<file path="config.mk">
export PLATFORM = sky130hd
export DESIGN_NAME = fetch_pc_unit
export DESIGN_NICKNAME = d
export VERILOG_FILES = /design/src/rtl/mips_pkg.sv /design/src/rtl/pc_next_logic.sv /design/src/rtl/fetch_pc_unit.sv
export SDC_FILE = /design/constraint.sdc
export NUM_CORES = 1
export LEC_CHECK = 0
export ABC_AREA = 1
export CORE_MARGIN = 5
export CORE_UTILIZATION = 40
export CTS_BUF_LIST = sky130_fd_sc_hd__clkbuf_4 sky130_fd_sc_hd__clkbuf_8 sky130_fd_sc_hd__clkbuf_16
export DETAILED_ROUTE_END_ITERATION = 10
export GPL_TIMING_DRIVEN = 0
export PLACE_DENSITY = 0.77
export SYNTH_ARGS = -nofsm -noshare
export SYNTH_HDL_FRONTEND = slang
export SYNTH_SLANG_ARGS = --single-unit
</file>
<file path="constraint.sdc">
create_clock -name clk -period 3.3 [get_ports clk]
set_input_delay 0.66 -clock clk [delete_from_list [all_inputs] [get_ports clk]]
set_output_delay 0.66 -clock clk [all_outputs]
set_load 0.1 [all_outputs]
</file>
<file path="src/rtl/mips_pkg.sv">
// Shared MIPS core definitions: opcodes, fetch-state encoding and reset defaults.
package mips_pkg;

  localparam logic [5:0] OP_RTYPE = 6'h00;
  localparam logic [5:0] OP_LW    = 6'h23;
  localparam logic [5:0] OP_SW    = 6'h2B;
  localparam logic [5:0] OP_ADDI  = 6'h08;
  localparam logic [5:0] OP_BEQ   = 6'h04;
  localparam logic [5:0] OP_J     = 6'h02;

  localparam logic [1:0] ST_IDLE = 2'd0;
  localparam logic [1:0] ST_REQ  = 2'd1;
  localparam logic [1:0] ST_EXEC = 2'd2;

  localparam logic [31:0] NOP_INSTR        = 32'h0000_0000;
  localparam logic [31:0] DEFAULT_RESET_PC = 32'h0000_0000;

  // Control-flow request from the decoder plus the ALU zero flag.
  typedef struct packed {
    logic jump;
    logic branch;
    logic zero;
  } pc_ctrl_t;

endpackage

</file>
<file path="src/rtl/pc_next_logic.sv">
// Combinational next-PC computation: sequential, branch and jump targets
// with jump taking priority over a taken branch.
module pc_next_logic
  import mips_pkg::*;
#(
  parameter int ADDR_W = 32
) (
  input  logic [ADDR_W-1:0] pc,
  input  logic [25:0]       jidx,
  input  pc_ctrl_t          ctrl,
  input  logic [31:0]       signimm,
  output logic [ADDR_W-1:0] pcplus4,
  output logic [ADDR_W-1:0] pc_next
);

  logic [ADDR_W-1:0] boff;
  logic [ADDR_W-1:0] btgt;
  logic [ADDR_W-1:0] jtgt;
  logic [ADDR_W-1:0] sel;

  assign pcplus4 = pc + ADDR_W'(4);
  assign boff    = ADDR_W'({signimm, 2'b00});
  assign btgt    = pcplus4 + boff;
  assign jtgt    = {pcplus4[ADDR_W-1:28], jidx, 2'b00};

  always_comb begin
    sel = pcplus4;
    if (ctrl.jump)
      sel = jtgt;
    else if (ctrl.branch && ctrl.zero)
      sel = btgt;
  end

  // Fetch addresses are always word aligned.
  assign pc_next = sel & ~ADDR_W'(3);

endmodule

</file>
<file path="src/rtl/fetch_pc_unit.sv">
// PC register, instruction register and the IDLE/REQ/EXEC fetch FSM
// driving the ready-handshake instruction-memory port.
module fetch_pc_unit
  import mips_pkg::*;
#(
  parameter int              ADDR_W   = 32,
  parameter int              DATA_W   = 32,
  parameter logic [ADDR_W-1:0] RESET_PC = DEFAULT_RESET_PC[ADDR_W-1:0]
) (
  input  logic              clk,
  input  logic              rst,
  output logic              imem_req,
  output logic [ADDR_W-1:0] imem_addr,
  input  logic              imem_ready,
  input  logic [DATA_W-1:0] imem_rdata,
  input  logic              hold,
  input  logic              Jump,
  input  logic              Branch,
  input  logic              Zero,
  input  logic [31:0]       SignImm,
  output logic [DATA_W-1:0] Instr,
  output logic [ADDR_W-1:0] PC,
  output logic [ADDR_W-1:0] PCPlus4,
  output logic              instr_valid
);

  logic [1:0]        state;
  logic [ADDR_W-1:0] pc;
  logic [DATA_W-1:0] instr;
  logic [ADDR_W-1:0] pc_next;
  pc_ctrl_t          ctrl;

  assign ctrl = '{jump: Jump, branch: Branch, zero: Zero};

  pc_next_logic #(.ADDR_W(ADDR_W)) u_pc_next (
    .pc      (pc),
    .jidx    (instr[25:0]),
    .ctrl    (ctrl),
    .signimm (SignImm),
    .pcplus4 (PCPlus4),
    .pc_next (pc_next)
  );

  // Decoder inputs only matter in EXEC; a reset abandons any fetch in flight.
  always_ff @(posedge clk) begin
    if (rst) begin
      state <= ST_IDLE;
      pc    <= RESET_PC;
      instr <= NOP_INSTR[DATA_W-1:0];
    end else begin
      case (state)
        ST_IDLE: state <= ST_REQ;
        ST_REQ: begin
          if (imem_ready) begin
            instr <= imem_rdata;
            state <= ST_EXEC;
          end
        end
        ST_EXEC: begin
          if (!hold) begin
            pc    <= pc_next;
            state <= ST_REQ;
          end
        end
        default: state <= ST_IDLE;
      endcase
    end
  end

  assign imem_req    = (state == ST_REQ);
  assign instr_valid = (state == ST_EXEC);
  assign imem_addr   = pc;
  assign PC          = pc;
  assign Instr       = instr;

endmodule

</file>
# Word-level counts from Yosys, hierarchy flattened
# Index checks and enable logic that the tools add are counted.
dict set report classes {
  n_addsub 2
  muxes 5
  eq_ne 4
  n_reduce_logical 5
  bitwise 1
}
# cell n
set op_table {}
lappend op_table {{$mux W32} 2}
lappend op_table {{$add A32 B3 Y32 const B} 1}
lappend op_table {{$add A32 B32 Y32} 1}
lappend op_table {{$pmux W2 S3} 1}
lappend op_table {{$reduce_and A2 Y1} 3}
lappend op_table {{$mux W2} 2}
lappend op_table {{$eq A2 B1 Y1 const B} 1}
lappend op_table {{$eq A2 B2 Y1 const B} 1}
lappend op_table {{$logic_not A2 Y1} 1}
lappend op_table {{$ne A2 B1 Y1 const B} 1}
lappend op_table {{$ne A2 B2 Y1 const B} 1}
lappend op_table {{$logic_and A1 B1 Y1} 1}
lappend op_table {{$not A1 Y1} 1}
dict set report totals {
  input_bits 71
  output_inout_bits 130
  word_cells 20
  regBits 64
}

# Logic depth before layout (Yosys ltp)
# Gate-level depths: netlist of run 1.
dict set report depth {
  depth_word 4
  ltp_mapped 24
  mapped_depth_nobuf 24
}

# Cells and area by module
# Synthesis of run 1 repeated with hierarchy kept, for this count alone.
dict set report unflattened {
  hier_cells 1179
  area_unflattened_um2 6601.3
}
# module seq_area_each_um2 area_each_um2 n_inst cells_per_inst
set by_module_without_submodules {}
lappend by_module_without_submodules {pc_next_logic 0.0 3658.5 1 727}
lappend by_module_without_submodules {fetch_pc_unit 1321.3 2942.8 1 452}

# Least setup slack after synthesis of run 1
# Ideal clock, no wire load.
dict set report synth_path {
  kind {flip-flop to flip-flop}
  startpoint {register pc[2], in the netlist PC[2]}
  endpoint {register pc[16], in the netlist PC[16]}
  arrival_time_ns 5.303
  setup_ns 0.123
  setup_slack_ns -2.126
  n_path_buf 0
  stages_incl_launch_ff 15
  required_ns 3.177
  synth_period_minus_slack_ns 5.426
  path_cell_list {dfxtp_1 > inv_1 > nor2_2 > nand2_1 > xnor2_1 > ha_1 > a21oi_1 > o21bai_1 > inv_1 > nand2_1 > nand2_1 > nand2_1 > or2_2 > nand3_1 > a21oi_1}
}
dict set report synth_between {
  elab_chain_cells 4
}
# element line
set synth_lines {}
lappend synth_lines {{start, declared} fetch_pc_unit.sv:28} ;# logic [ADDR_W-1:0] pc;
lappend synth_lines {{start signal, assigned} fetch_pc_unit.sv:61} ;# pc <= pc_next;
lappend synth_lines {{$add A32 B3 Y32} pc_next_logic.sv:21} ;# assign pcplus4 = pc + ADDR_W'(4);
lappend synth_lines {{named net PCPlus4[2]} fetch_pc_unit.sv:23} ;# output logic [ADDR_W-1:0] PCPlus4,
lappend synth_lines {{$add A32 B32 Y32} pc_next_logic.sv:23} ;# assign btgt = pcplus4 + boff;
lappend synth_lines {{$mux W32} pc_next_logic.sv:30} ;# else if (ctrl.branch && ctrl.zero)
lappend synth_lines {{$mux W32} pc_next_logic.sv:28} ;# if (ctrl.jump)
# The timed path passes the listed nets, and every way through them passes these cells.
# A chain may end at the register's enable or synchronous reset.

# Worst setup path in the final report of run 1
dict set report layout_path {
  startpoint {register pc[6], in the netlist PC[6]}
  endpoint {output PCPlus4[13]}
}
dict set report layout_between {
  elab_chain_cells 1
}
# element line
set layout_lines {}
lappend layout_lines {{$add A32 B3 Y32} pc_next_logic.sv:21}
lappend layout_lines {{end, declared} fetch_pc_unit.sv:23}
# Every way passes these cells.

==> tab_implementation.tex, run 1 <==
\begin{tabular}{lr}
\hline
Metric & Value \\
\hline
\multicolumn{2}{l}{\textbf{Detailed routing}} \\
\quad Via count of the routed design & 7285 \\
\quad Per-cell routed wire length & 17.1 um \\
\quad Detailed router's first-iteration violation count & 614 \\
\quad Drt first pass iters & 6 \\
\quad Wire length after detailed routing & 24200 um \\
\quad Final routed DRC violation total & 0 \\
\quad Routed Antenna Nets & 0 \\
\quad Via-to-Cell Ratio & 5.15 \\
\multicolumn{2}{l}{\textbf{Logic synthesis}} \\
\quad Post-synthesis sequential element count & 64 \\
\quad Cell type contributing the most total cell area after synthesis & sky130\_fd\_sc\_hd\_\_dfxtp\_1 \\
\quad EDFF count, synth & 0 \\
\quad Largest cells by area after synthesis & sky130\_fd\_sc\_hd\_\_dfxtp\_1, sky130\_fd\_sc\_hd\_\_nand2\_1, sky130\_fd\_sc\_hd\_\_a21oi\_1 \\
\quad Yosys top cell area share & 0.211 \\
\quad Flip-flop cell with the highest count after synthesis & sky130\_fd\_sc\_hd\_\_dfxtp\_1 \\
\quad Most frequent cell after synthesis & sky130\_fd\_sc\_hd\_\_nand2\_1 \\
\quad Portion of the post-synthesis area used by sequential elements & 0.211 \\
\quad Synthesized netlist cell count & 1007 \\
\quad Synthesis warning total & 0 \\
\quad Proportion of register bits with asynchronous set or reset after synthesis & 0 \\
\quad Average size of a mapped cell & 6.03 um2 \\
\quad Unique cell type count in the Yosys netlist & 46 \\
\quad Most frequent cells after synthesis & sky130\_fd\_sc\_hd\_\_nand2\_1, sky130\_fd\_sc\_hd\_\_inv\_1, sky130\_fd\_sc\_hd\_\_a21oi\_1, sky130\_fd\_sc\_hd\_\_nand3\_1, sky130\_fd\_sc\_hd\_\_dfxtp\_1 \\
\quad Mapped cell area & 6080 um2 \\
\multicolumn{2}{l}{\textbf{Global route}} \\
\quad Antenna violations before repair & 0 \\
\quad Maximum number of pins on one net before global-route repair & 11 \\
\quad GRT Max-Usage Layer & met2 \\
\quad Wire length of the first global-routing pass & 36800 um \\
\quad Sum of overflow across all layers after global routing & 0 \\
\quad Met2 track demand over resource & 0.444 \\
\quad GR met3 Demand/Resource & 0.0646 \\
\quad Via count of the first global-routing pass & 6894 \\
\quad Overall track demand over capacity in global routing & 0.260 \\
\quad Met1 track demand over resource & 0.329 \\
\multicolumn{2}{l}{\textbf{Floorplanning}} \\
\quad Placeable core area & 15000 um2 \\
\quad Initial cell density of the core & 0.404 \\
\quad Die ar. & 17800 um2 \\
\quad I/O pin cnt & 201 \\
\quad Number of cell rows & 45 \\
\quad Die Wd & 133 um \\
\quad Chip Height & 133 um \\
\multicolumn{2}{l}{\textbf{Worst setup path}} \\
\quad Maximum net fanout on the critical path & 8 \\
\quad Data required time at the worst endpoint & 2.64 ns \\
\quad Critical path startpoint category & register \\
\quad Critical Path AT & 2.58 ns \\
\quad Critical path capture point type & output port \\
\quad WS Path Type & register to output port \\
\multicolumn{2}{l}{\textbf{Clock network}} \\
\quad Clock root cell & sky130\_fd\_sc\_hd\_\_clkbuf\_16 \\
\quad Maximum clock insertion buffer count & 2 \\
\quad Clock tree from TritonCTS & done \\
\quad Number of H-tree branching levels & 3 \\
\quad CTS Hold Bufs & 0 \\
\quad Cts bufs inserted & 9 \\
\quad Skew-Pair Late Insertion Delay & 0.34 ns \\
\quad CTS clk-pin slew, worst paths & 0.06 ns \\
\quad Num Clock Sinks & 64 \\
\multicolumn{2}{l}{\textbf{STA}} \\
\quad Crit path setup slack, layout & 0.0551 ns \\
\quad Final hold vios & 0 \\
\quad Hold Worst Slack & 0.463 ns \\
\quad Worst Tran Pin Value & 1.03 ns \\
\quad Highest Clock Rate & 308 MHz \\
\quad Count of final setup violators & 0 \\
\quad Relative slew margins & 0.309 \\
\quad Clk\_skew & 0.00741 ns \\
\quad Final number of max-transition violations & 0 \\
\quad Crit share post-route & 0.983 \\
\quad Minimum period implied by the final worst setup slack & 3.24 ns \\
\multicolumn{2}{l}{\textbf{Place}} \\
\quad Final estimated routing congestion in global placement & 0.946 \\
\quad Count of port buffers added during placement & 191 \\
\quad Post-DP HPWL & 19900 um \\
\quad Worst slack at placement & -0.337 ns \\
\multicolumn{2}{l}{\textbf{Layout}} \\
\quad Growth of design area from synthesis to finish & 50.7\% \\
\quad Nets & 1329 \\
\quad Fraction of final layout cells with drive strength greater than 1 & 0.177 \\
\quad Antenna cell count & 0 \\
\quad Number of fill cells & 1412 \\
\multicolumn{2}{l}{\textbf{Power}} \\
\quad P per Cell Area & 296 nW/um2 \\
\quad Maximum ir drop on the vdd rail & 328 uV \\
\quad Power after layout & 0.00271 W \\
\quad Static leakage power & 4.02 nW \\
\multicolumn{2}{l}{\textbf{Run}} \\
\quad MaxCap Viol Count & 0 \\
\multicolumn{2}{l}{\textbf{Min path}} \\
\quad Class of the tightest hold or removal check & register to register \\
\multicolumn{2}{l}{\textbf{Status}} \\
\quad Run status & completed \\
\hline
\end{tabular}
[cells by family (layout without fill, tap and decap cells)]
family	after synthesis	after routing	synth area share
other	1	6	0.000617
AOI/OAI and AO/OA	197	197	0.175
adders and majority gates	37	37	0.0774
and+or+nand+nor	479	479	0.353
xor gates and xnor gates	22	22	0.0329
DFF	64	64	0.211
buffers and inverters	207	421	0.151
[path summary, 6_finish.rpt]
| kind | slack, ns | startpoint | depth (start not counted) | endpoint |
|---|---|---|---|---|
| min reg2reg | 0.46 | Instr[26] | 2 | Instr[26] |
| min | 0.46 | Instr[26] | 2 | Instr[26] |
| max reg2reg | 0.14 | PC[2] | 17 | PC[10] |
| max | 0.06 | PC[6] | 7 | PCPlus4[13] |
[final cells by class]
| type | count | area [um2] | area share |
|---|---|---|---|
| Inverter | 145 | 563 | 0.0615 |
| Buffer | 62 | 372 | 0.0406 |
| Timing Repair Buffer | 198 | 1950 | 0.213 |
| Tap cell | 188 | 235 | 0.0257 |
| Sequential cell | 64 | 1330 | 0.145 |
| Clock buffer | 13 | 255 | 0.0279 |
| Clock inverter | 3 | 42.5 | 0.00465 |
| Multi-Input combinational cell | 741 | 4420 | 0.482 |
[power by group]
part           switching (W)  internal, W  leakage, nW
clock               0.000338     0.000617        0.148
combinational       0.000648     0.000269         3.34
sequential         0.0000373     0.000802        0.533
total                0.00102      0.00169         4.02
[flip-flops by register name, indices dropped and copies added, names as in the netlist]
signal,count
PC,30
state,2
Instr,32
[cell usage in the layout, fill, tap and decap left out, drive strengths merged, types with 3 or more instances in the layout]
| cell | instances |
|---|---|
| clkbuf | 40 |
| o21ai | 51 |
| a21oi | 120 |
| o211ai | 4 |
| buf | 49 |
| dlygate4sd2 | 7 |
| clkinvlp | 6 |
| a31oi | 7 |
| xor2 | 18 |
| inv | 138 |
| dfxtp | 64 |
| nand2 | 293 |
| conb | 6 |
| o21bai | 7 |
| nand4 | 7 |
| ha | 36 |
| o221ai | 3 |
| nor3 | 10 |
| nand3 | 80 |
| clkdlybuf4s15 | 11 |
| xnor2 | 4 |
| clkdlybuf4s50 | 166 |
| or2 | 8 |
| clkinv | 3 |
| nor2 | 77 |
[stage by stage]
stage          utilization  instances  TNS [ns]  instance area [um2]
2_1_floorplan            -       1012     -6.41                 6510
3_3_place_gp         0.576       1391     -2.21                 8660
3_5_place_dp         0.576       1391     -2.82                 8660
4_1_cts              0.601       1411         0                 9030
5_1_grt              0.609       1414   -0.0715                 9160
6_report             0.609       1414         0                 9160
[metal layers]
| metal | wire [um] | up-vias | share of wire |
|---|---|---|---|
| li1 | - | 3627 | - |
| met1 | 10000 | 3326 | 0.41 |
| met2 | 11500 | 299 | 0.47 |
| met3 | 2240 | 33 | 0.093 |
| met4 | 452 | 0 | 0.019 |
| met5 | 0 | - | 0 |
[critical path, cell delays in order, from the launching register on]
cell and delay, ns:
sky130_fd_sc_hd__dfxtp_2 0.45, sky130_fd_sc_hd__nand2_2 0.11, sky130_fd_sc_hd__nor2_1 0.14, sky130_fd_sc_hd__nand2_1 0.16, sky130_fd_sc_hd__nor2_4 0.22, sky130_fd_sc_hd__xnor2_2 0.15
sky130_fd_sc_hd__clkinvlp_4 0.15, sky130_fd_sc_hd__dlygate4sd2_1 0.86
[timing repair]
action / 4_1_cts / 5_1_grt
setup buffers: 4 / 3
resized for setup: 65 / 36
pin swaps: 3 / 8
endpoints found under the setup margin: 36 / 26
(Power assumes the default switching activity.)
==> run 2: changes to the inputs <==
- CORE_MARGIN: 5 -> 2
==> run 2 against run 1 <==
Effect of this change:
- count of clock-buffer cells in the layout decreased by 3
- critical path type unchanged
- critical endpoint is now PCPlus4[27]
- critical path depth increased by 1
- largest power group unchanged
- combinational power decreased by 1%
- design area decreased by 0.34%
==> tab_implementation.tex, run 2 (synthesis gave the netlist of run 1 again) <==
\begin{tabular}{lr}
\hline
Metric & Value \\
\hline
\multicolumn{2}{l}{\textbf{Power}} \\
\quad Static leakage power & 4.02 nW (about the same) \\
\quad Power after layout & 0.00275 W (+1.4\%) \\
\quad Switching share of power & 0.382 (+0.00480) \\
\quad Maximum ir drop on the vdd rail & 524 uV (+60\%) \\
\quad Clock Power Share & 0.365 (+0.013) \\
\quad P per Cell Area & 301 nW/um2 (+1.8\%) \\
\quad Net switching power figure & 0.00105 W (+2.7\%) \\
\quad Logic pwr share & 0.330 (-0.008) \\
\quad Cell internal power dissipation & 0.00170 W (+0.64\%) \\
\quad Seq pwr share & 0.305 (-0.005) \\
\multicolumn{2}{l}{\textbf{Place}} \\
\quad Final estimated routing congestion in global placement & 0.987 (+4.4\%) \\
\quad Post-DP HPWL & 19000 um (-4.3\%) \\
\quad Worst slack at placement & -0.274 ns (+0.0634 ns) \\
\quad Total cell area at the placement stage & 8660 um2 (unchanged) \\
\quad Count of port buffers added during placement & 191 (unchanged) \\
\multicolumn{2}{l}{\textbf{Detailed routing}} \\
\quad Met3 layer wire length in the routed design & 1980 um (-12\%) \\
\quad Via count of the routed design & 7380 (+1.3\%) \\
\quad Via-to-Cell Ratio & 5.22 (+1.3\%) \\
\quad Per-cell routed wire length & 16.5 um (-3.8\%) \\
\quad Routed wire length on met2 & 11000 um (-4.5\%) \\
\quad Wire length after detailed routing & 23300 um (-3.8\%) \\
\quad Drt first pass iters & 5 (-1) \\
\quad Highest metal layer used by the detailed router & met4 \\
\quad Routed Antenna Nets & 0 (unchanged) \\
\quad Detailed router's first-iteration violation count & 715 (+16\%) \\
\quad Final routed DRC violation total & 0 (unchanged) \\
\quad DRT met1 WL & 9740 um (-2.7\%) \\
\multicolumn{2}{l}{\textbf{Layout}} \\
\quad Most frequent standard cell in the layout excluding fill and tap cells & sky130\_fd\_sc\_hd\_\_nand2\_1 \\
\quad Growth of design area from synthesis to finish & 50.2\% \\
\quad Number of fill cells & 1412 (unchanged) \\
\quad Layout Cell Area excl Fill & 9130 um2 (-0.34\%) \\
\quad Highest-count cells in the layout ignoring fill and taps & sky130\_fd\_sc\_hd\_\_nand2\_1, sky130\_fd\_sc\_hd\_\_clkdlybuf4s50\_1, sky130\_fd\_sc\_hd\_\_inv\_1, sky130\_fd\_sc\_hd\_\_a21oi\_1, sky130\_fd\_sc\_hd\_\_nand3\_1 \\
\quad Largest register FFs & 32 (unchanged) \\
\quad Antenna cell count & 0 (unchanged) \\
\quad Nets & 1329 (unchanged) \\
\quad Fraction of final layout cells with drive strength greater than 1 & 0.169 (-0.00816) \\
\multicolumn{2}{l}{\textbf{STA}} \\
\quad Crit share post-route & 0.983 (about the same) \\
\quad Crit path setup slack, layout & 0.0551 ns (-0.0000324 ns) \\
\quad Count of final setup violators & 0 (unchanged) \\
\quad Setup TNS & 0 ns (unchanged) \\
\quad Clk\_skew & 0.00720 ns (-0.000205 ns) \\
\quad Minimum period implied by the final worst setup slack & 3.24 ns (+0.0000324 ns) \\
\quad Final hold vios & 0 (unchanged) \\
\quad Worst Tran Pin Value & 1.02 ns (-0.0149 ns) \\
\quad Highest Clock Rate & 308 MHz (about the same) \\
\quad Final number of max-transition violations & 0 (unchanged) \\
\quad Relative slew margins & 0.319 (+0.00994) \\
\multicolumn{2}{l}{\textbf{Clock network}} \\
\quad Number of H-tree branching levels & 3 (unchanged) \\
\quad Num Clock Sinks & 64 (unchanged) \\
\quad Clock root cell & sky130\_fd\_sc\_hd\_\_clkbuf\_16 \\
\quad CTS Hold Bufs & 0 (unchanged) \\
\quad Clock tree from TritonCTS & done \\
\quad Maximum clock insertion buffer count & 2 (unchanged) \\
\quad Cts bufs inserted & 9 (unchanged) \\
\quad CTS clk-pin slew, worst paths & 0.06 ns (about the same) \\
\quad Skew-Pair Late Insertion Delay & 0.34 ns (about the same) \\
\multicolumn{2}{l}{\textbf{Run}} \\
\quad MaxCap Viol Count & 0 (unchanged) \\
\multicolumn{2}{l}{\textbf{Worst setup path}} \\
\quad Critical path capture point type & output port \\
\quad WS Path Type & register to output port \\
\quad Data required time at the worst endpoint & 2.64 ns (about the same) \\
\quad Critical Path AT & 2.58 ns (about the same) \\
\quad Critical path startpoint category & register \\
\quad Maximum net fanout on the critical path & 6 (-2) \\
\multicolumn{2}{l}{\textbf{Status}} \\
\quad Run status & completed \\
\multicolumn{2}{l}{\textbf{Global route}} \\
\quad Via count of the first global-routing pass & 6737 (-2.3\%) \\
\quad Overall track demand over capacity in global routing & 0.282 (+0.0213) \\
\quad Wire length of the first global-routing pass & 35600 um (-3.4\%) \\
\quad Sum of overflow across all layers after global routing & 0 (unchanged) \\
\quad Maximum number of pins on one net before global-route repair & 13 (+2) \\
\quad Antenna violations before repair & 0 (unchanged) \\
\multicolumn{2}{l}{\textbf{Floorplanning}} \\
\quad Die Wd & 127 um (-4.5\%) \\
\quad Initial cell density of the core & 0.404 (unchanged) \\
\quad Die ar. & 16200 um2 (-8.8\%) \\
\quad I/O pin cnt & 201 (unchanged) \\
\quad Chip Height & 127 um (-4.5\%) \\
\quad Number of cell rows & 45 (unchanged) \\
\quad Placeable core area & 15000 um2 (unchanged) \\
\multicolumn{2}{l}{\textbf{Min path}} \\
\quad Class of the tightest hold or removal check & register to register \\
\hline
\end{tabular}
## run 2: cell type report
class                   instances  area [um2]  share of cell area
plain buffers                  62         372              0.0407
multi-input cells             741        4370               0.479
flip-flops and latches         64        1330               0.145
inverters                     145         563              0.0617
clock buffers                  10         250              0.0274
repair buffers                198        1940               0.213
clock inverters                 6        63.8             0.00699
well taps                     188         235              0.0258
## run 2: power by group through the flow
stage          Sequential, W  Combinational [W]  Clock (W)
3_3_place_gp        0.000856           0.000890          0
2_1_floorplan        0.00106           0.000424          0
5_1_grt             0.000843           0.000956    0.00105
3_5_place_dp        0.000857           0.000895          0
6_report            0.000839           0.000907    0.00100
4_1_cts             0.000841           0.000898    0.00100
## run 2: critical path: stages (launching register included)
cell and delay (ns):
sky130_fd_sc_hd__dfxtp_4 0.40, sky130_fd_sc_hd__nand2_1 0.12, sky130_fd_sc_hd__nor2_4 0.19, sky130_fd_sc_hd__nand2_1 0.07
sky130_fd_sc_hd__nor2_1 0.27, sky130_fd_sc_hd__a21o_1 0.19, sky130_fd_sc_hd__nand2_1 0.06, sky130_fd_sc_hd__inv_1 0.10
sky130_fd_sc_hd__clkdlybuf4s15_1 0.83
## run 2: layer usage
metal / global-route usage / up-vias
met5: 0 / -
met4: 0.0931 / 0
met3: 0.0561 / 49
met2: 0.475 / 338
met1: 0.362 / 3363
li1: - / 3630
## run 2: through the flow
step | hold WS, ns | utilization | instances
2_1_floorplan | 0.562 | - | 1012
3_3_place_gp | 0.448 | 0.576 | 1391
3_5_place_dp | 0.455 | 0.576 | 1391
4_1_cts | 0.464 | 0.602 | 1412
5_1_grt | 0.478 | 0.607 | 1414
6_report | 0.463 | 0.607 | 1414
## run 2: path summary, 6_finish.rpt
path                       to  slack, ns  cells past startpoint       from
setup / recovery  PCPlus4[27]       0.06                      8      PC[9]
hold / removal      Instr[29]       0.46                      2  Instr[29]
setup reg to reg       PC[24]       0.17                     18      PC[2]
hold reg to reg     Instr[29]       0.46                      2  Instr[29]
## run 2: timing repair
item                                    CTS  global route
pin swaps                                 4             2
gates resized for setup                  67            24
endpoints found under the setup margin   34            23
buffers inserted                          5             2
==> run 3: changes to the inputs <==
- CTS_BUF_LIST: sky130_fd_sc_hd__clkbuf_4 sky130_fd_sc_hd__clkbuf_8 sky130_fd_sc_hd__clkbuf_16 -> sky130_fd_sc_hd__clkbuf_4
- SLEW_MARGIN: unset -> 20
==> run 3 against run 2 <==
Effect of this change:
- worst hold slack gained 0.0085 ns
- count of clock-buffer cells in the layout shrank 1
- largest power group is now combinational logic
- largest cell class unchanged
- utilization shrank 1.1 points
- maximum frequency grew 0.91%
- cell count is the same
- sequential power is essentially flat
==> tab_implementation.tex, run 3 (synthesis gave the netlist of run 1 again) <==
\begin{tabular}{lr}
\hline
Metric & Value \\
\hline
\multicolumn{2}{l}{\textbf{Worst setup path}} \\
\quad FF-to-FF path depth & 21 (+3) \\
\quad Critical Path AT & 2.56 ns (-0.02 ns) \\
\quad Maximum net fanout on the critical path & 6 (unchanged) \\
\quad Cell with the most instances on the worst path & sky130\_fd\_sc\_hd\_\_nand2\_1 \\
\quad Critical-path cell with the highest stage delay & sky130\_fd\_sc\_hd\_\_clkdlybuf4s15\_2 \\
\quad Data required time at the worst endpoint & 2.64 ns (about the same) \\
\quad WS Path Type & register to output port \\
\quad Critical path startpoint category & register \\
\quad Critical path capture point type & output port \\
\quad Slowest Stage Delay on Critical Path & 0.59 ns (-0.24 ns) \\
\quad Chain of cells forming the critical path & nand2\_1, nor2\_4, inv\_2, nor2\_8, nand2\_4, o21bai\_1, nand2\_1, inv\_1, clkdlybuf4s15\_2 \\
\quad Minimum setup slack among reg-to-reg paths & 0.19 ns (+0.02 ns) \\
\multicolumn{2}{l}{\textbf{Place}} \\
\quad Post-DP HPWL & 19000 um (unchanged) \\
\quad Count of port buffers added during placement & 191 (unchanged) \\
\quad Final estimated routing congestion in global placement & 0.987 (unchanged) \\
\quad Worst slack at placement & -0.274 ns (unchanged) \\
\multicolumn{2}{l}{\textbf{Detailed routing}} \\
\quad Detailed router's first-iteration violation count & 701 (-2.0\%) \\
\quad Routed Antenna Nets & 0 (unchanged) \\
\quad Drt first pass iters & 5 (unchanged) \\
\quad Wire length after detailed routing & 23200 um (-0.48\%) \\
\quad Via count of the routed design & 7340 (-0.54\%) \\
\quad Per-cell routed wire length & 16.4 um (-0.48\%) \\
\quad Final routed DRC violation total & 0 (unchanged) \\
\quad Via-to-Cell Ratio & 5.19 (-0.54\%) \\
\multicolumn{2}{l}{\textbf{Status}} \\
\quad Run status & completed \\
\multicolumn{2}{l}{\textbf{Run}} \\
\quad MaxCap Viol Count & 0 (unchanged) \\
\multicolumn{2}{l}{\textbf{STA}} \\
\quad Relative slew margins & 0.320 (+0.000708) \\
\quad Clk\_skew & 0.0194 ns (+0.0122 ns) \\
\quad Minimum period implied by the final worst setup slack & 3.22 ns (-0.0292 ns) \\
\quad Worst Tran Pin Value & 1.02 ns (-0.00106 ns) \\
\quad Highest Clock Rate & 311 MHz (+0.91\%) \\
\quad Count of final setup violators & 0 (unchanged) \\
\quad Crit path setup slack, layout & 0.0843 ns (+0.0292 ns) \\
\quad Setup TNS & 0 ns (unchanged) \\
\quad Final hold vios & 0 (unchanged) \\
\quad Final number of max-transition violations & 0 (unchanged) \\
\quad Crit share post-route & 0.974 (-0.00885) \\
\multicolumn{2}{l}{\textbf{Floorplanning}} \\
\quad Number of cell rows & 45 (unchanged) \\
\quad Placeable core area & 15000 um2 (unchanged) \\
\quad I/O pin cnt & 201 (unchanged) \\
\quad Initial cell density of the core & 0.404 (unchanged) \\
\quad Die Wd & 127 um (unchanged) \\
\quad Die ar. & 16200 um2 (unchanged) \\
\quad Chip Height & 127 um (unchanged) \\
\multicolumn{2}{l}{\textbf{Layout}} \\
\quad Number of fill cells & 1457 (+3.2\%) \\
\quad Largest register FFs & 32 (unchanged) \\
\quad Nets & 1328 (-0.075\%) \\
\quad Fin util & 0.596 (-0.0107) \\
\quad Most frequent standard cell in the layout excluding fill and tap cells & sky130\_fd\_sc\_hd\_\_nand2\_1 \\
\quad Fraction of final layout cells with drive strength greater than 1 & 0.172 (+0.00340) \\
\quad Highest-count cells in the layout ignoring fill and taps & sky130\_fd\_sc\_hd\_\_nand2\_1, sky130\_fd\_sc\_hd\_\_clkdlybuf4s50\_1, sky130\_fd\_sc\_hd\_\_inv\_1, sky130\_fd\_sc\_hd\_\_a21oi\_1, sky130\_fd\_sc\_hd\_\_nand3\_1 \\
\quad Growth of design area from synthesis to finish & 47.5\% \\
\quad Multi-input combinational cell area & 4370 um2 (about the same) \\
\quad Sequential Area & 1330 um2 (about the same) \\
\multicolumn{2}{l}{\textbf{Power}} \\
\quad P per Cell Area & 265 nW/um2 (-12\%) \\
\quad Static leakage power & 3.94 nW (-1.8\%) \\
\quad Power after layout & 0.00238 W (-13\%) \\
\quad Maximum ir drop on the vdd rail & 342 uV (-35\%) \\
\multicolumn{2}{l}{\textbf{Global route}} \\
\quad Antenna violations before repair & 1 (+1) \\
\quad Wire length of the first global-routing pass & 35500 um (-0.29\%) \\
\quad Sum of overflow across all layers after global routing & 0 (unchanged) \\
\quad Overall track demand over capacity in global routing & 0.280 (-0.00176) \\
\quad Maximum number of pins on one net before global-route repair & 13 (unchanged) \\
\quad Via count of the first global-routing pass & 6754 (+0.25\%) \\
\multicolumn{2}{l}{\textbf{Min path}} \\
\quad Class of the tightest hold or removal check & register to register \\
\quad Hold Path Cell Cnt & 2 (unchanged) \\
\multicolumn{2}{l}{\textbf{Clock network}} \\
\quad Cts bufs inserted & 9 (unchanged) \\
\quad Clock tree from TritonCTS & done \\
\quad Skew-Pair Late Insertion Delay & 0.45 ns (+0.11 ns) \\
\quad CTS clk-pin slew, worst paths & 0.13 ns (+0.07 ns) \\
\quad CTS Hold Bufs & 0 (unchanged) \\
\quad Maximum clock insertion buffer count & 2 (unchanged) \\
\quad Num Clock Sinks & 64 (unchanged) \\
\quad Clock root cell & sky130\_fd\_sc\_hd\_\_clkbuf\_4 \\
\quad Number of H-tree branching levels & 3 (unchanged) \\
\hline
\end{tabular}
## run 3: layout make-up
type                    count  share of cell area
repair buffers            197               0.216
multi-input cells         741               0.487
diodes                      1            0.000279
inverters                 145              0.0628
clock inverters             7              0.0105
well taps                 188              0.0262
plain buffers              62              0.0415
clock buffers               9             0.00754
flip-flops and latches     64               0.148
## run 3: per-layer routing
layer | part of all wire | GRT usage | wire length, um
met1 | 0.42 | 0.360 | 9650
met2 | 0.47 | 0.479 | 11000
met3 | 0.089 | 0.0578 | 2070
met4 | 0.021 | 0.0763 | 486
met5 | 0 | 0 | 0
## run 3: timing repair
action | in CTS | in global routing
setup buffers | 4 | 2
setup endpoints to repair | 37 | 24
pin swaps | 4 | 2
gates resized for setup | 87 | 23
## run 3: path summary, 6_finish.rpt
path                  start           to
setup / recovery      PC[9]  PCPlus4[23]
hold / removal    Instr[29]    Instr[29]
setup reg to reg      PC[9]       PC[27]
hold reg to reg   Instr[29]    Instr[29]
## run 3: where the power goes
group	total (W)	switching, W	internal, W
Sequential	0.000838	0.0000379	0.000800
Combinational	0.000907	0.000641	0.000266
Clock	0.000633	0.000325	0.000309
Total	0.00238	0.00100	0.00137
## run 3: stage by stage
step	instance area, um2	cells	hold slack [ns]
floorplan	6510	1012	0.562
global placement	8660	1391	0.448
detailed placement	8660	1391	0.455
CTS	8880	1411	0.473
global route	8960	1414	0.487
finish	8960	1414	0.471
## run 3: worst max-delay path, delay by kind of cell (launching register included)
family                 cells  cell delay, ns
buffers and inverters      3            0.86
and+or+nand+nor            5            0.68
DFF                        1            0.43
AOI/OAI and AO/OA          1            0.13
==> RTL edit: new RTL, config.mk and constraints of run 2 <==
Reset style: asynchronous (`rst`), changed in one clocked block.
--- a/src/rtl/fetch_pc_unit.sv
+++ b/src/rtl/fetch_pc_unit.sv
@@ -43,5 +43,5 @@
 
   // Decoder inputs only matter in EXEC; a reset abandons any fetch in flight.
-  always_ff @(posedge clk) begin
+  always_ff @(posedge clk or posedge rst) begin
     if (rst) begin
       state <= ST_IDLE;
Check against the original RTL: differs if rst is asserted again (counterexample within 4 cycles, from zero or initial values and one cycle with rst high); with rst held inactive, the same outputs for 10 cycles.
==> RTL edit against run 2 <==
  * Cell area increased by 7.3%
  * First-iteration DRC count fell by 31%
  * Fmax about the same
  * Sequential cell count did not move
  * Highest routed layer unchanged
  * Sequential share of layout area up 2.1 points
  * Setup slack is essentially flat
  * Synthesized area up 9.2%
  * Wire length decreased by 3.3%
Power is not shown: default switching activity piles up to over one toggle a cycle in this logic, so the estimate is an artifact.
==> RTL edit: results (changes against run 2) <==
The fill cell total of the finished layout is 1,517 (+7.4%). The share of flip-flops with an asynchronous set or reset came to 1.00 (+1.00). The actual transition at the worst max-transition pin is 1.01 ns (-0.00318 ns). The number of levels the H-tree was split into came out at 3 (unchanged). The clock-pin transition on the worst setup and hold timing paths came to 0.06 ns (about the same). The quantity of I/O buffers inserted on ports is 191 (unchanged).

The minimum clock period after layout is 3.25 ns (+0.000340 ns). The HPWL after detailed placement is 18,500 microns (-2.3%). The worst setup timing slack at the placement stage is -0.368 ns (-0.0936 ns). The highest net fanout along the worst path came out at 6 (unchanged).

The endpoint arrival time on the critical path is 2.59 ns (about the same). The pin count of the biggest net entering global routing is 44 (+31). The biggest cell delay along the critical path is 0.88 ns (+0.05 ns).

The global routing usage summed across all routing layers came out at 0.255 (-0.0272). By count the netlist is led by nand2_1 (393), inv_1 (169), nor2_1 (107). The root buffer selected by CTS is clkbuf_16.

The worst-case register-to-register setup slack came out at 0.12 ns (-0.05 ns). The via count of the first global-routing pass is 6,972 (+3.5%). The largest individual stage delay along the critical path comes from the cell dlygate4sd2_1. The total clock buffers created by CTS came out at 9 (unchanged). The setup skew after layout is 0.00816 ns (+0.000954 ns). The run finished with clean final reports. The layout net count is 1,408 (+5.9%). The flip-flop count of the largest register, all copies and words added came out at 32 (unchanged).

The final estimated routing congestion in global placement came out at 0.989 (+0.17%). The via-per-instance ratio came out at 4.86 (-6.9%). The number of warnings issued by yosys is 0 (unchanged). The final antenna diode count is 0 (unchanged). The number of detailed-routing iterations run before antenna repair came out at 5 (unchanged). The number of distinct library cells after synthesis is 41 (-11%). The maximum root-to-sink buffer count is 2 (unchanged).

The latest clock arrival within the worst-skew pair is 0.33 ns. The share of cells above drive strength 1 came out at 0.192 (+0.0227). By area the synthesized netlist is led by dfrtp_1 (24%), nand2_1 (22%), inv_1 (9.6%).

The initial DRC count is 496 (-31%). In this run the worst hold path is classified as flop to flop. The initial antenna violation count came out at 0 (unchanged).

The global-route wire length before repair is 35,500 microns (-0.19%). The final-report setup violation count is 0 (unchanged). The post-synthesis sequential area ratio is 0.241 (+0.0305). The final routed wire length divided by cell count is 14.8 microns (-10%). Among all flip-flop cells after synthesis, the most frequent one is dfrtp_1.
RTL edit: cell families (layout without fill, tap and decap cells):
logic type	after synthesis	count (layout)	share of synthesized area
mux	32	32	0.0543
compound gates	59	59	0.0481
xor+xnor	20	20	0.0275
buf+inv	228	451	0.155
fa+ha+maj	37	37	0.0709
simple gates	636	636	0.402
other cells	1	6	0.000565
flops	64	64	0.241
RTL edit: final cells by class:
type	instances	area [sq um]	share of cell area
Multi-Input combinational cell	790	4530	0.462
Timing Repair Buffer	207	2020	0.206
Sequential cell	64	1630	0.167
Inverter	172	657	0.0671
Buffer	56	385	0.0394
Tap cell	220	275	0.0281
Clock buffer	12	248	0.0253
Clock inverter	4	45.0	0.00460
RTL edit: path summary, 6_finish.rpt:
check                      cells after the start     start           to
setup / recovery                               6     PC[2]  PCPlus4[10]
hold / removal                                 1  state[1]     state[0]
setup reg to reg                              16    PC[11]       PC[14]
hold reg to reg                                1  state[1]     state[0]
max in group asynchronous                      3       rst        PC[3]
min in group asynchronous                      2       rst    Instr[20]
RTL edit: layer usage:
layer  wire [microns]  track usage  up-vias
li1                 -            -     3726
met1             9910        0.335     3375
met2            10600        0.426      270
met3             1360       0.0375       41
met4              635       0.0914        0
met5                0            0        -
RTL edit: critical path: cells and delay by family (launching register included):
kind	cells	cell delay, ns
flops	1	0.43
xor+xnor	1	0.19
fa+ha+maj	1	0.19
buf+inv	2	1.05
simple gates	2	0.39
RTL edit: timing repair:
action | in CTS | in global routing
buffers inserted | 2 | 13
hold buffers | 0 | 0
endpoints found under the hold margin | 0 | 0
endpoints found under the setup margin | 31 | 26
pin swaps | 2 | 3
resized for setup | 65 | 22
RTL edit: metrics by stage:
| stage | area, sq um | hold slack (ns) | setup TNS [ns] | util | cells |
|---|---|---|---|---|---|
| global route | 9790 | 0.510 | -0.183 | 0.597 | 1525 |
| detailed placement | 9350 | 0.477 | -1.83 | 0.570 | 1494 |
| CTS | 9650 | 0.495 | 0 | 0.588 | 1512 |
| floorplan | 7140 | 0.452 | -5.06 | - | 1082 |
| global placement | 9330 | 0.473 | -11.45 | 0.568 | 1493 |
| finish | 9790 | 0.497 | 0 | 0.597 | 1525 |
